## config.mk

```make
export PLATFORM = sky130hd
export DESIGN_NAME = nios_mem_arbiter
export DESIGN_NICKNAME = d
export VERILOG_FILES = /design/src/rtl/nios_mem_arbiter.sv
export SDC_FILE = /design/constraint.sdc
export NUM_CORES = 1
export LEC_CHECK = 0
export CAP_MARGIN = 5
export CORE_UTILIZATION = 40
export CTS_BUF_LIST = sky130_fd_sc_hd__clkbuf_4 sky130_fd_sc_hd__clkbuf_8 sky130_fd_sc_hd__clkbuf_16
export DETAILED_ROUTE_END_ITERATION = 6
export HOLD_SLACK_MARGIN = 0.12
export PLACE_DENSITY = 0.76
export SETUP_SLACK_MARGIN = 0.05
export SLEW_MARGIN = 20
export SYNTH_ARGS = -nofsm -noshare
export SYNTH_HDL_FRONTEND = slang
export SYNTH_SLANG_ARGS = --single-unit
export TNS_END_PERCENT = 5
```

## constraint.sdc

```tcl
create_clock -name clock -period 6.55 [get_ports clock]
set_input_delay 1.31 -clock clock [delete_from_list [all_inputs] [get_ports clock]]
set_output_delay 1.31 -clock clock [all_outputs]
set_load 0.01 [all_outputs]
```

## src/rtl/nios_mem_arbiter.sv

```systemverilog
// nios_mem_arbiter: shares one single-port synchronous memory between the
// NIOS_II instruction-fetch port (I) and the load/store port (D).
// Latency: req seen in cycle 0 -> gnt/mem_en in cycle 1 -> rvalid in cycle
//          2+MEM_LATENCY; back-to-back accesses take MEM_LATENCY+2 cycles each.
// Backpressure: a requester holds req/addr/we/wdata until its gnt pulse; req is
//          only sampled in IDLE and RESP, so it is ignored while an access is
//          in flight. D has priority; after STARVE_LIMIT consecutive D grants
//          with I waiting, I is granted next.
//
// Ports:
//   clock, reset               rising-edge clock, async active-high reset
//   i_req/i_addr               fetch request and address
//   i_gnt/i_rvalid/i_rdata     fetch grant pulse, data-valid pulse, instruction
//   d_req/d_we/d_addr/d_wdata  load/store request (d_we=1 store)
//   d_gnt/d_rvalid/d_rdata     data grant pulse, load-data/store-ack pulse, data
//   mem_en/mem_we/mem_addr/mem_wdata/mem_rdata  memory macro interface
//   busy                       high whenever the arbiter is not in IDLE
//
// Parameter constraints: MEM_LATENCY >= 1, STARVE_LIMIT >= 1.

module nios_mem_arbiter #(
  parameter int ADDR_W       = 32,
  parameter int DATA_W       = 32,
  parameter int MEM_LATENCY  = 1,
  parameter int STARVE_LIMIT = 3
) (
  input  logic              clock,
  input  logic              reset,

  input  logic              i_req,
  input  logic [ADDR_W-1:0] i_addr,
  output logic              i_gnt,
  output logic              i_rvalid,
  output logic [DATA_W-1:0] i_rdata,

  input  logic              d_req,
  input  logic              d_we,
  input  logic [ADDR_W-1:0] d_addr,
  input  logic [DATA_W-1:0] d_wdata,
  output logic              d_gnt,
  output logic              d_rvalid,
  output logic [DATA_W-1:0] d_rdata,

  output logic              mem_en,
  output logic              mem_we,
  output logic [ADDR_W-1:0] mem_addr,
  output logic [DATA_W-1:0] mem_wdata,
  input  logic [DATA_W-1:0] mem_rdata,

  output logic              busy
);

  // Access sequencer states
  localparam logic [1:0] S_IDLE  = 2'd0;
  localparam logic [1:0] S_ISSUE = 2'd1;
  localparam logic [1:0] S_WAIT  = 2'd2;
  localparam logic [1:0] S_RESP  = 2'd3;

  // Which port owns the access currently in flight
  localparam logic [1:0] OWN_NONE = 2'd0;
  localparam logic [1:0] OWN_I    = 2'd1;
  localparam logic [1:0] OWN_D    = 2'd2;

  localparam int SCW = $clog2(STARVE_LIMIT + 1);
  localparam int WCW = $clog2(MEM_LATENCY + 1);

  localparam logic [SCW-1:0] STARVE_MAX = SCW'(STARVE_LIMIT);
  localparam logic [WCW-1:0] WAIT_LAST  = WCW'(MEM_LATENCY - 1);

  // Control state
  logic [1:0]        state_q,      state_d;
  logic [WCW-1:0]    wait_cnt_q,   wait_cnt_d;
  logic [SCW-1:0]    starve_cnt_q, starve_cnt_d;
  logic [1:0]        owner_q,      owner_d;

  // Registered outputs
  logic              i_gnt_q,     i_gnt_d;
  logic              i_rvalid_q,  i_rvalid_d;
  logic [DATA_W-1:0] i_rdata_q,   i_rdata_d;
  logic              d_gnt_q,     d_gnt_d;
  logic              d_rvalid_q,  d_rvalid_d;
  logic [DATA_W-1:0] d_rdata_q,   d_rdata_d;
  logic              mem_en_q,    mem_en_d;
  logic              mem_we_q,    mem_we_d;
  logic [ADDR_W-1:0] mem_addr_q,  mem_addr_d;
  logic [DATA_W-1:0] mem_wdata_q, mem_wdata_d;
  logic              busy_q,      busy_d;

  // Arbitration happens in IDLE and in RESP, so a requester that keeps its
  // req high through RESP is served with no idle bubble.
  logic arb_cycle;
  logic win_i;
  logic win_d;
  logic wait_done;

  assign arb_cycle = (state_q == S_IDLE) || (state_q == S_RESP);

  // D normally wins a tie; once D has been granted STARVE_LIMIT times in a row
  // while I was waiting, the tie goes to I.
  assign win_i = arb_cycle && i_req && (!d_req || (starve_cnt_q == STARVE_MAX));
  assign win_d = arb_cycle && d_req && !win_i;

  assign wait_done = (wait_cnt_q == WAIT_LAST);

  always_comb begin
    state_d      = state_q;
    wait_cnt_d   = wait_cnt_q;
    starve_cnt_d = starve_cnt_q;
    owner_d      = owner_q;

    // Pulses default low; memory-side fields and read data hold their value.
    i_gnt_d      = 1'b0;
    d_gnt_d      = 1'b0;
    i_rvalid_d   = 1'b0;
    d_rvalid_d   = 1'b0;
    mem_en_d     = 1'b0;
    mem_we_d     = mem_we_q;
    mem_addr_d   = mem_addr_q;
    mem_wdata_d  = mem_wdata_q;
    i_rdata_d    = i_rdata_q;
    d_rdata_d    = d_rdata_q;

    case (state_q)
      S_IDLE, S_RESP: begin
        // Starvation count only tracks D wins that actually made I wait.
        if (win_i || !i_req) begin
          starve_cnt_d = '0;
        end else if (win_d && (starve_cnt_q != STARVE_MAX)) begin
          starve_cnt_d = starve_cnt_q + SCW'(1);
        end

        if (win_i) begin
          state_d    = S_ISSUE;
          owner_d    = OWN_I;
          i_gnt_d    = 1'b1;
          mem_en_d   = 1'b1;
          mem_we_d   = 1'b0;
          mem_addr_d = i_addr;
        end else if (win_d) begin
          state_d     = S_ISSUE;
          owner_d     = OWN_D;
          d_gnt_d     = 1'b1;
          mem_en_d    = 1'b1;
          mem_we_d    = d_we;
          mem_addr_d  = d_addr;
          mem_wdata_d = d_wdata;
        end else begin
          state_d = S_IDLE;
          owner_d = OWN_NONE;
        end
      end

      S_ISSUE: begin
        state_d    = S_WAIT;
        wait_cnt_d = '0;
      end

      S_WAIT: begin
        if (wait_done) begin
          // mem_rdata is valid now; capture it and raise rvalid for RESP.
          // mem_we_q still reflects the in-flight access, so it tells a
          // store (no capture) from a load.
          state_d = S_RESP;
          if (owner_q == OWN_I) begin
            i_rvalid_d = 1'b1;
            i_rdata_d  = mem_rdata;
          end else if (owner_q == OWN_D) begin
            d_rvalid_d = 1'b1;
            if (!mem_we_q) begin
              d_rdata_d = mem_rdata;
            end
          end
        end else begin
          wait_cnt_d = wait_cnt_q + WCW'(1);
        end
      end

      default: begin
        state_d = S_IDLE;
        owner_d = OWN_NONE;
      end
    endcase

    busy_d = (state_d != S_IDLE);
  end

  always_ff @(posedge clock or posedge reset) begin
    if (reset) begin
      state_q      <= S_IDLE;
      wait_cnt_q   <= '0;
      starve_cnt_q <= '0;
      owner_q      <= OWN_NONE;
      i_gnt_q      <= 1'b0;
      i_rvalid_q   <= 1'b0;
      i_rdata_q    <= '0;
      d_gnt_q      <= 1'b0;
      d_rvalid_q   <= 1'b0;
      d_rdata_q    <= '0;
      mem_en_q     <= 1'b0;
      mem_we_q     <= 1'b0;
      mem_addr_q   <= '0;
      mem_wdata_q  <= '0;
      busy_q       <= 1'b0;
    end else begin
      state_q      <= state_d;
      wait_cnt_q   <= wait_cnt_d;
      starve_cnt_q <= starve_cnt_d;
      owner_q      <= owner_d;
      i_gnt_q      <= i_gnt_d;
      i_rvalid_q   <= i_rvalid_d;
      i_rdata_q    <= i_rdata_d;
      d_gnt_q      <= d_gnt_d;
      d_rvalid_q   <= d_rvalid_d;
      d_rdata_q    <= d_rdata_d;
      mem_en_q     <= mem_en_d;
      mem_we_q     <= mem_we_d;
      mem_addr_q   <= mem_addr_d;
      mem_wdata_q  <= mem_wdata_d;
      busy_q       <= busy_d;
    end
  end

  assign i_gnt     = i_gnt_q;
  assign i_rvalid  = i_rvalid_q;
  assign i_rdata   = i_rdata_q;
  assign d_gnt     = d_gnt_q;
  assign d_rvalid  = d_rvalid_q;
  assign d_rdata   = d_rdata_q;
  assign mem_en    = mem_en_q;
  assign mem_we    = mem_we_q;
  assign mem_addr  = mem_addr_q;
  assign mem_wdata = mem_wdata_q;
  assign busy      = busy_q;

endmodule

```

==> metrics.md <==
| Metric | Value |
|---|---|
| Fraction of the cycle the final worst path needs | `~48%` |
| Internal power | `3.27 mW` |
| Vias in the first global route | `between 4,000 and 5,000` |
| Clock sink count | `roughly 140` |
| Sw Ratio | `approximately a third` |
| Starting density of the core | `41.6%` |
| Yosys reg bits | `about 140` |
| Drt via density | `a little over 5` |
| Row count | `between 40 and 50` |
| H-tree levels | `4` |
| Synthesis-to-layout area growth | `62.1%` |
| Vias | `about 4,400` |
| Hold Crit Class | `reg2reg` |
| Run status | `finished clean` |
| Max Buffers Root-to-Sink | `2` |
| Post-Syn Area | `around 5600 µm²` |
| Cell area after layout | `9040 µm²` |
| # diodes | `0` |
| Setup crit end kind | `flop` |
| CP Max Fanout | `35` |
| Final #Nets | `815` |
| GRT busiest layer | `met2` |
| # setup viols final | `0` |
| Gate Count Post-Synth | `~420` |
| Initial antenna violation count | `0` |
| Post-Route WL | `roughly 15,000 µm` |
| Mean Syn Cell Area | `between 10 and 15 µm²` |
| CP cell instances | `clkdlybuf4s50_1 > and2_1 > a21oi_4 > mux2_2` |
| Port bufs | `roughly 270` |
| Slowest cell on crit path | `a21oi_4` |
| Post-DRT Antenna Nets | `0` |
| Slew @ Worst Pin | `1.07 ns` |
| Die height | `around 120 µm` |
| Post_cts resized | `0` |
| Root Buffer | `clkbuf_16` |
| DP Area | `roughly 8400 µm²` |
| Synth Net Count | `approximately 560` |
| CP required | `just under 7 ns` |
| Net Sw Power | `approximately 1.5 mW` |
| Routed wire per std cell | `between 15 and 20 µm` |
| Max frequency | `321 MHz` |
| Peak VDD IR | `between 0.3 and 0.4 mV` |
| Final Slew Violations | `0` |
| Leakage | `approximately 3.7 nW` |
| Slew margin rel. | `between 20 and 30%` |
| DRC viols | `0` |
| Met3 GRT Util | `7.13%` |
| Skew-Pair Late Insertion Delay | `0.41 ns` |
| Total congestion overflow | `0` |
| CP delay by family, top | `compound AO/OA/AOI/OAI gates` |
| Met1 global-route usage | `24.9%` |
| DIE WIDTH | `120 µm` |
| Max cap viols | `0` |
| Clock transition at path regs | `approximately 0.060 ns` |
| Arrival time at the worst endpoint | `roughly 3.4 ns` |
| Seq/Total Area, Yosys | `63.3%` |
| Worst Skew | `0.00913 ns` |
| CP Buf/Inv Count | `1` |
| Startpoint Class | `primary input` |
| Pre-Repair DR Iteration Count | `5` |
| Seq pwr share | `roughly 32%` |
| Iteration-0 DRC Markers | `between 150 and 200` |
| WS Path Type | `in2reg` |
| Largest net degree at the start of global routing | `between 80 and 90` |
| Share of cells above drive strength 1 | `around 16%` |
| Pwr Density | `528 nW/µm²` |
| RePlAce Congestion | `between 0.7 and 0.8` |
| Combinational share of power | `44.9%` |
| Clock share of power | `a little under a quarter` |
| DP HPWL | `around 10,000 µm` |
| Hold_buf cts | `0` |
| RSZ-0062 raised after global routing | `false` |
| Cts bufs inserted | `17` |
| Warnings, synthesis | `0` |
| Postcts setup bufs | `0` |
| CORE AREA | `roughly 13,000 µm²` |
| Synth cell types | `25` |
| TritonCTS clock tree | `built` |
| TNS Setup | `0 ns` |
| Total GRT Usage | `21.2%` |
| Final Hold Vio Count | `0` |
| Top Ports | `268` |
| Final min period | `slightly above 3 ns` |
| First-pass GRT wire length | `between 20,000 and 25,000 µm` |
| Die area | `between 10,000 and 15,000 µm²` |
| Met2 usage | `35.8%` |
| Crit-path max cell delay | `0.90 ns` |
power groups by stage:
stage	logic, mW	registers (mW)	clock network (mW)
global route	2.30	1.60	1.15
CTS	2.17	1.55	1.11
finish	2.14	1.55	1.08
detailed placement	2.16	1.56	0
global placement	2.11	1.54	0
floorplan	0.864	1.74	0
routing by layer:
layer / vias to the layer above / wire (µm)
met5: - / 0
met4: 0 / 255
met3: 21 / 1260
met2: 212 / 7430
met1: 2159 / 5710
li1: 2014 / -
path summary, 6_finish.rpt:
check | start | endpoint | slack, ns | cells after the start
setup / recovery | i_req | mem_wdata[30] | 3.44 | 4
hold / removal | mem_wdata[17] | mem_wdata[17] | 0.49 | 1
setup reg to reg | state_q[0] | mem_wdata[30] | 4.02 | 5
hold reg to reg | mem_wdata[17] | mem_wdata[17] | 0.49 | 1
max in group asynchronous | reset | mem_wdata[5] | 3.86 | 3
min in group asynchronous | reset | i_rdata[9] | 1.39 | 2
state kept, by name (all words and copies together), names as in the netlist, 2 cells and up:
signal / flops
d_rdata: 32
i_rdata: 32
mem_addr: 32
mem_wdata: 32
owner_q: 2
starve_cnt_q: 2
state_q: 2
cell usage after synthesis:
library cell / n / area share [%]
a22o_1: 1 / 0.16
a21oi_4: 1 / 0.29
clkbuf_1: 12 / 0.81
and2_1: 1 / 0.11
nand3b_1: 1 / 0.13
buf_1: 3 / 0.20
buf_6: 3 / 0.61
o21ai_1: 4 / 0.36
nor2b_1: 2 / 0.22
nor3_1: 1 / 0.090
o21ai_0: 29 / 2.6
a21o_1: 4 / 0.54
nor2_1: 33 / 2.2
a32o_1: 1 / 0.18
nand2_1: 2 / 0.13
nand2b_1: 1 / 0.11
buf_2: 13 / 1.2
ha_1: 2 / 0.45
nand3_1: 32 / 2.9
mux2_2: 67 / 14
inv_1: 5 / 0.34
mux2_1: 29 / 5.9
and3b_1: 1 / 0.16
a31oi_1: 32 / 3.6
dfrtp_1: 141 / 63
cell usage in the layout (no fill, tap or decap), types with 4 or more instances in the layout:
cell / n
o21ai_1: 4
mux2_2: 67
clkbuf_16: 17
a21o_1: 4
clkbuf_4: 4
nor2_1: 33
a31oi_1: 32
nand3_1: 32
o21ai_0: 29
bufinv_16: 6
clkdlybuf4s50_1: 267
mux2_1: 29
dfrtp_1: 141
final cells by class:
class,count,area (µm²)
inverter,5,23.8
multi-input combinational,244,1890
clock buffer,21,455
fill,1006,4360
sequential,141,3530
clock inverter,11,214
tap,176,220
timing repair buffer,271,2710
cells by family (layout without fill, tap and decap cells):
logic type / count (synthesis) / in the layout / share of synthesized area (%)
simple gates: 74 / 74 / 6.06
buf+inv: 36 / 308 / 3.12
flops: 141 / 141 / 63.3
mux: 96 / 96 / 19.4
fa+ha+maj: 2 / 2 / 0.449
compound gates: 72 / 72 / 7.72
metrics by stage:
step / cells / hold slack [ns] / utilization, % / power [mW] / setup slack, ns
2_1_floorplan: 421 / 0.459 / - / 2.60 / 1.46
3_3_place_gp: 836 / 0.470 / 62.3 / 3.64 / 2.68
3_5_place_dp: 837 / 0.474 / 62.5 / 3.72 / 3.00
4_1_cts: 869 / 0.488 / 67.5 / 4.83 / 3.44
5_1_grt: 869 / 0.503 / 67.5 / 5.06 / 3.33
6_report: 869 / 0.486 / 67.5 / 4.77 / 3.44
worst reg2reg max path: cells and delay by family (launching register included):
family	cells	cell delay (ns)
fa+ha+maj	1	0.36
compound gates	1	0.91
simple gates	1	0.36
buf+inv	1	0.04
mux	1	0.44
flops	1	0.32
Note: power is estimated with default switching activity, not from simulation.
==> RTL edit 1, RTL diff (same settings) <==
The parameter `MEM_LATENCY` goes from 1 to 2. Comments in the files are not updated.
--- a/src/rtl/nios_mem_arbiter.sv
+++ b/src/rtl/nios_mem_arbiter.sv
@@ -21,7 +21,7 @@
 module nios_mem_arbiter #(
   parameter int ADDR_W       = 32,
   parameter int DATA_W       = 32,
-  parameter int MEM_LATENCY  = 1,
+  parameter int MEM_LATENCY  = 2,
   parameter int STARVE_LIMIT = 3
 ) (
   input  logic              clock,
Behaviour: not the same (a bounded check fails within 4 cycles, from zero or initial values and one cycle with reset high).
==> RTL edit 1 against the unedited design <==
Final area rose by 1.7%. Critical path depth rose by 1. Synthesized area rose by 3.3%. Wire length rose by 4.0%. Via count rose by 1.8%. Sequential cell count rose by 2. Worst setup slack improved by 0.11 ns. Clock skew fell by 0.0015 ns. Total power rose by 0.11%.
==> RTL edit 1: results (changes against the unedited design) <==
[cts]
clock_latency_ns = 0.41  ; about the same
cts_htree_levels = 4  ; unchanged

[worst_setup_path]
worst_path_largest_cell_delay_ns = 0.51  ; -0.39 ns
reg2reg_depth = 6  ; +1
crit_family = buffers and inverters
crit_arrival_ns = 3.29  ; -0.12 ns
path_max_fanout = 33  ; -5.7%

[detailed_routing]
vias = 4486  ; +1.8%
firstDrtPassIters = 4  ; -1
wl_per_cell_microns = 17.10  ; +1.3%
drtIter0Drc = 283  ; +45%

[final_layout]
fin_cells = 892  ; +2.6%
nets = 836  ; +2.6%
layout-drive-gt1-share_pct = 18.96  ; +3.4 points
fillers = 1048  ; +4.2%

[logic_synthesis]
ys_seq_area_share_pct = 62.13  ; -1.1 points
avgSynthCellArea_sq_um = 13.12  ; -0.96%
yosys_warnings = 0  ; unchanged
synth_fp_nets = 576  ; +3.6%
synth_cell_types = 30  ; +20%
ys_top_cells_by_count = dfrtp_1 (143), mux2_2 (92), nor2_1 (34)
synth_top_area_share_pct = 62.13  ; -1.1 points

[timing]
clock_skew_ns = 0.007639  ; -0.001486 ns
maxSlewHeadroom_pct = 30.03  ; +1.8 points

[pwr]
cellLeakagePower_nw = 3.783  ; +2.0%
peakVddDrop_mv = 0.3631  ; -1.2%

[placement]
place.gp.congestion = 0.7718  ; +1.2%
place_inst = 859  ; +2.6%
hpwlAfterDp_mm = 10.81  ; +4.8%

[grt]
grt_pass1_vias = 4551  ; -0.74%
grt_max_degree = 76  ; -6.2%
grt.total_usage_pct = 20.86  ; -0.34 points
grt_first_pass_wirelength_mm = 23.47  ; +0.38%

[outcome]
outcome = completed

RTL edit 1: power by group:
| part | switching (mW) | internal, mW | total [mW] |
|---|---|---|---|
| Combinational | 0.920 | 1.26 | 2.18 |
| Sequential | 0.237 | 1.34 | 1.58 |
| Clock | 0.366 | 0.658 | 1.02 |
RTL edit 1: logic make-up (layout without fill, tap and decap cells):
kind of cell | after synthesis | after routing | share of synthesized area, %
DFF | 143 | 143 | 62.13
muxes | 97 | 97 | 18.94
and+or+nand+nor | 80 | 80 | 6.626
AOI/OAI and AO/OA | 74 | 74 | 7.626
buffers and inverters | 40 | 313 | 3.650
adders and majority gates | 4 | 4 | 0.8690
xor gates and xnor gates | 1 | 1 | 0.1521
RTL edit 1: area by class of cell:
class                           count  area, sq um  area share (%)
Clock buffer                       19        452.9           4.926
Clock inverter                     13        186.4           2.027
Inverter                            8        35.03          0.3810
Multi-Input combinational cell    256         1979           21.53
Sequential cell                   143         3578           38.92
Tap cell                          180        225.2           2.449
Timing Repair Buffer              273         2738           29.77
RTL edit 1: metal layers:
layer / routed length [microns] / GRT usage [%] / share of wire (%) / vias up
met3: 1138 / 5.805 / 7.5 / 17
met1: 5848 / 23.43 / 38 / 2209
met4: 240 / 8.179 / 1.6 / 0
li1: - / - / - / 2075
met2: 8021 / 37.18 / 53 / 185
met5: 0 / 0 / 0 / -
RTL edit 1: path summary, 6_finish.rpt:
path / start / endpoint / slack [ns]
setup / recovery: i_req / mem_wdata[15] / 3.55
hold / removal: mem_wdata[14] / mem_wdata[14] / 0.49
setup reg to reg: state_q[0] / mem_wdata[15] / 4.08
hold reg to reg: mem_wdata[14] / mem_wdata[14] / 0.49
max in group asynchronous: reset / owner_q[1] / 3.82
min in group asynchronous: reset / mem_addr[3] / 1.40
RTL edit 1: stage by stage:
step / setup slack [ns] / hold slack (ns) / instance area [sq um] / power (mW) / util, %
2_1_floorplan: 1.402 / 0.4630 / 5759 / 2.650 / -
3_3_place_gp: 2.639 / 0.4657 / 8522 / 3.676 / 60.92
3_5_place_dp: 2.839 / 0.4791 / 8528 / 3.760 / 60.97
4_1_cts: 3.256 / 0.4925 / 9168 / 4.805 / 65.54
5_1_grt: 3.472 / 0.5006 / 9195 / 5.067 / 65.73
6_report: 3.549 / 0.4889 / 9195 / 4.776 / 65.73
==> RTL edit 2, RTL diff (same flow settings) <==
Without the edit above. Make the reset (`reset`) synchronous in one clocked block. Comments in the files are not updated.
--- a/src/rtl/nios_mem_arbiter.sv
+++ b/src/rtl/nios_mem_arbiter.sv
@@ -184,7 +184,7 @@
     busy_d = (state_d != S_IDLE);
   end
 
-  always_ff @(posedge clock or posedge reset) begin
+  always_ff @(posedge clock) begin
     if (reset) begin
       state_q      <= S_IDLE;
       wait_cnt_q   <= '0;
Formal check against the unedited RTL: differs if reset is asserted again (counterexample within 4 cycles, from zero or initial values and one cycle with reset high); with reset held inactive, the same outputs for 4 cycles.
==> RTL edit 2 against the unedited design <==
Cell count rose by 24%. Combinational power decreased by 45%. Largest power group is now sequential cells. Global-route usage rose by 2.5 points. Total power down 30%. Final area decreased by 1.1%. Wire length up 20%. Synthesized cell count up 57%. Worst setup slack lost 0.35 ns. Sequential cell count stayed put. Synthesized area grew 1.2%. Via count up 29%.
==> RTL edit 2: results (changes against the unedited design) <==
[outcome]
outcome = completed

[grt]
grt_max_degree = 77  ; -4.9%
grt_first_pass_wirelength_mm = 27.18  ; +16%
grt_pass1_vias = 5218  ; +14%
grt.total_usage_pct = 23.74  ; +2.5 points

[pwr]
peakVddDrop_mv = 0.2341  ; -36%
cellLeakagePower_nw = 3.022  ; -19%

[logic_synthesis]
synth_ff_type = dfxtp_1
synth_fp_nets = 797  ; +43%
ys_seq_area_share_pct = 50.03  ; -13 points
ys_top_cells_by_count = dfxtp_1 (141), nand2_1 (133), a21oi_1 (100)
syn_inst = 662  ; +57%

[detailed_routing]
drtIter0Drc = 398  ; +100%
wl_per_cell_microns = 16.23  ; -3.8%
routed_wirelength_mm = 17.55  ; +20%

[timing]
clock_skew_ns = 0.008250  ; -0.0008749 ns
finalWorstSetupSlack_ns = 3.081  ; -0.3545 ns
max_slew.worst_pin.slew_ns = 0.9657  ; -0.1090 ns

[worst_setup_path]
reg2reg_depth = 6  ; +1
rrSetupSlack_ns = 3.88  ; -0.14 ns
r2r-end = mem_addr[6]

[final_layout]
nMultiInputCombCells = 451  ; +85%
multi_input_area_share_pct = 28.31  ; +7.4 points
multiInputGateArea_sq_um = 2531  ; +34%
inverters_excl_clock = 1  ; -4
regArea_sq_um = 2823  ; -20%
signal_buffers = 277  ; +2.2%
design.seq.count = 141  ; unchanged
nets = 1024  ; +26%
buf_share_pct = 30.71  ; +0.73 points
fillers = 1183  ; +18%

[worst_hold_path]
min-delay-start = d_rdata[7]
holdPathStages = 2  ; +1

[placement]
place_area_sq_um = 8324  ; -0.57%

[die]
core.rowCount = 43  ; +2.4%

RTL edit 2: cell count changes after synthesis, moves of 29 or more:
| cell | delta |
|---|---|
| o21bai_1 | +32 |
| a21oi_1 | +100 |
| nand3_1 | -32 |
| dfxtp_1 | +141 |
| mux2_1 | -29 |
| o211ai_1 | +33 |
| nor3_1 | +33 |
| mux2_2 | -67 |
| nand2_1 | +131 |
| nor3b_1 | +32 |
| dfrtp_1 | -141 |
| a31oi_1 | -32 |
RTL edit 2: worst max path at each step:
stage	start	to	cells after the start
after global routing	d_req	mem_addr[11]	6
final	d_req	mem_addr[6]	6
after CTS	d_req	mem_addr[6]	6
after global placement	d_req	mem_addr[24]	6
after floorplan	d_req	mem_addr[23]	6
after detailed placement	d_req	mem_addr[24]	6
RTL edit 2: kinds of logic after synthesis:
family,Yosys count,share of synthesized area [%]
DFF,141,50.03
AOI/OAI and AO/OA,234,25.90
adders and majority gates,2,0.4435
and+or+nand+nor,215,17.94
buffers and inverters,70,5.677
RTL edit 2: where the power goes:
group	internal, mW	switching (mW)	total [mW]
registers	1.06	0.107	1.17
logic	0.600	0.568	1.17
clock network	0.640	0.362	1.00
total	2.30	1.04	3.34
RTL edit 2: per-layer routing:
metal / vias up / track usage [%] / routed length, microns
li1: 2780 / - / -
met1: 2636 / 29.59 / 7551
met2: 214 / 37.90 / 8417
met3: 37 / 5.802 / 1071
met4: 0 / 12.42 / 505
met5: - / 0 / 0
RTL edit 2: critical path, cell delays in order:
cell and delay (ns):
clkdlybuf4s50_1 0.55, nor2b_4 0.68, buf_4 0.49, or2_1 0.16, buf_4 0.37, a211oi_1 0.15
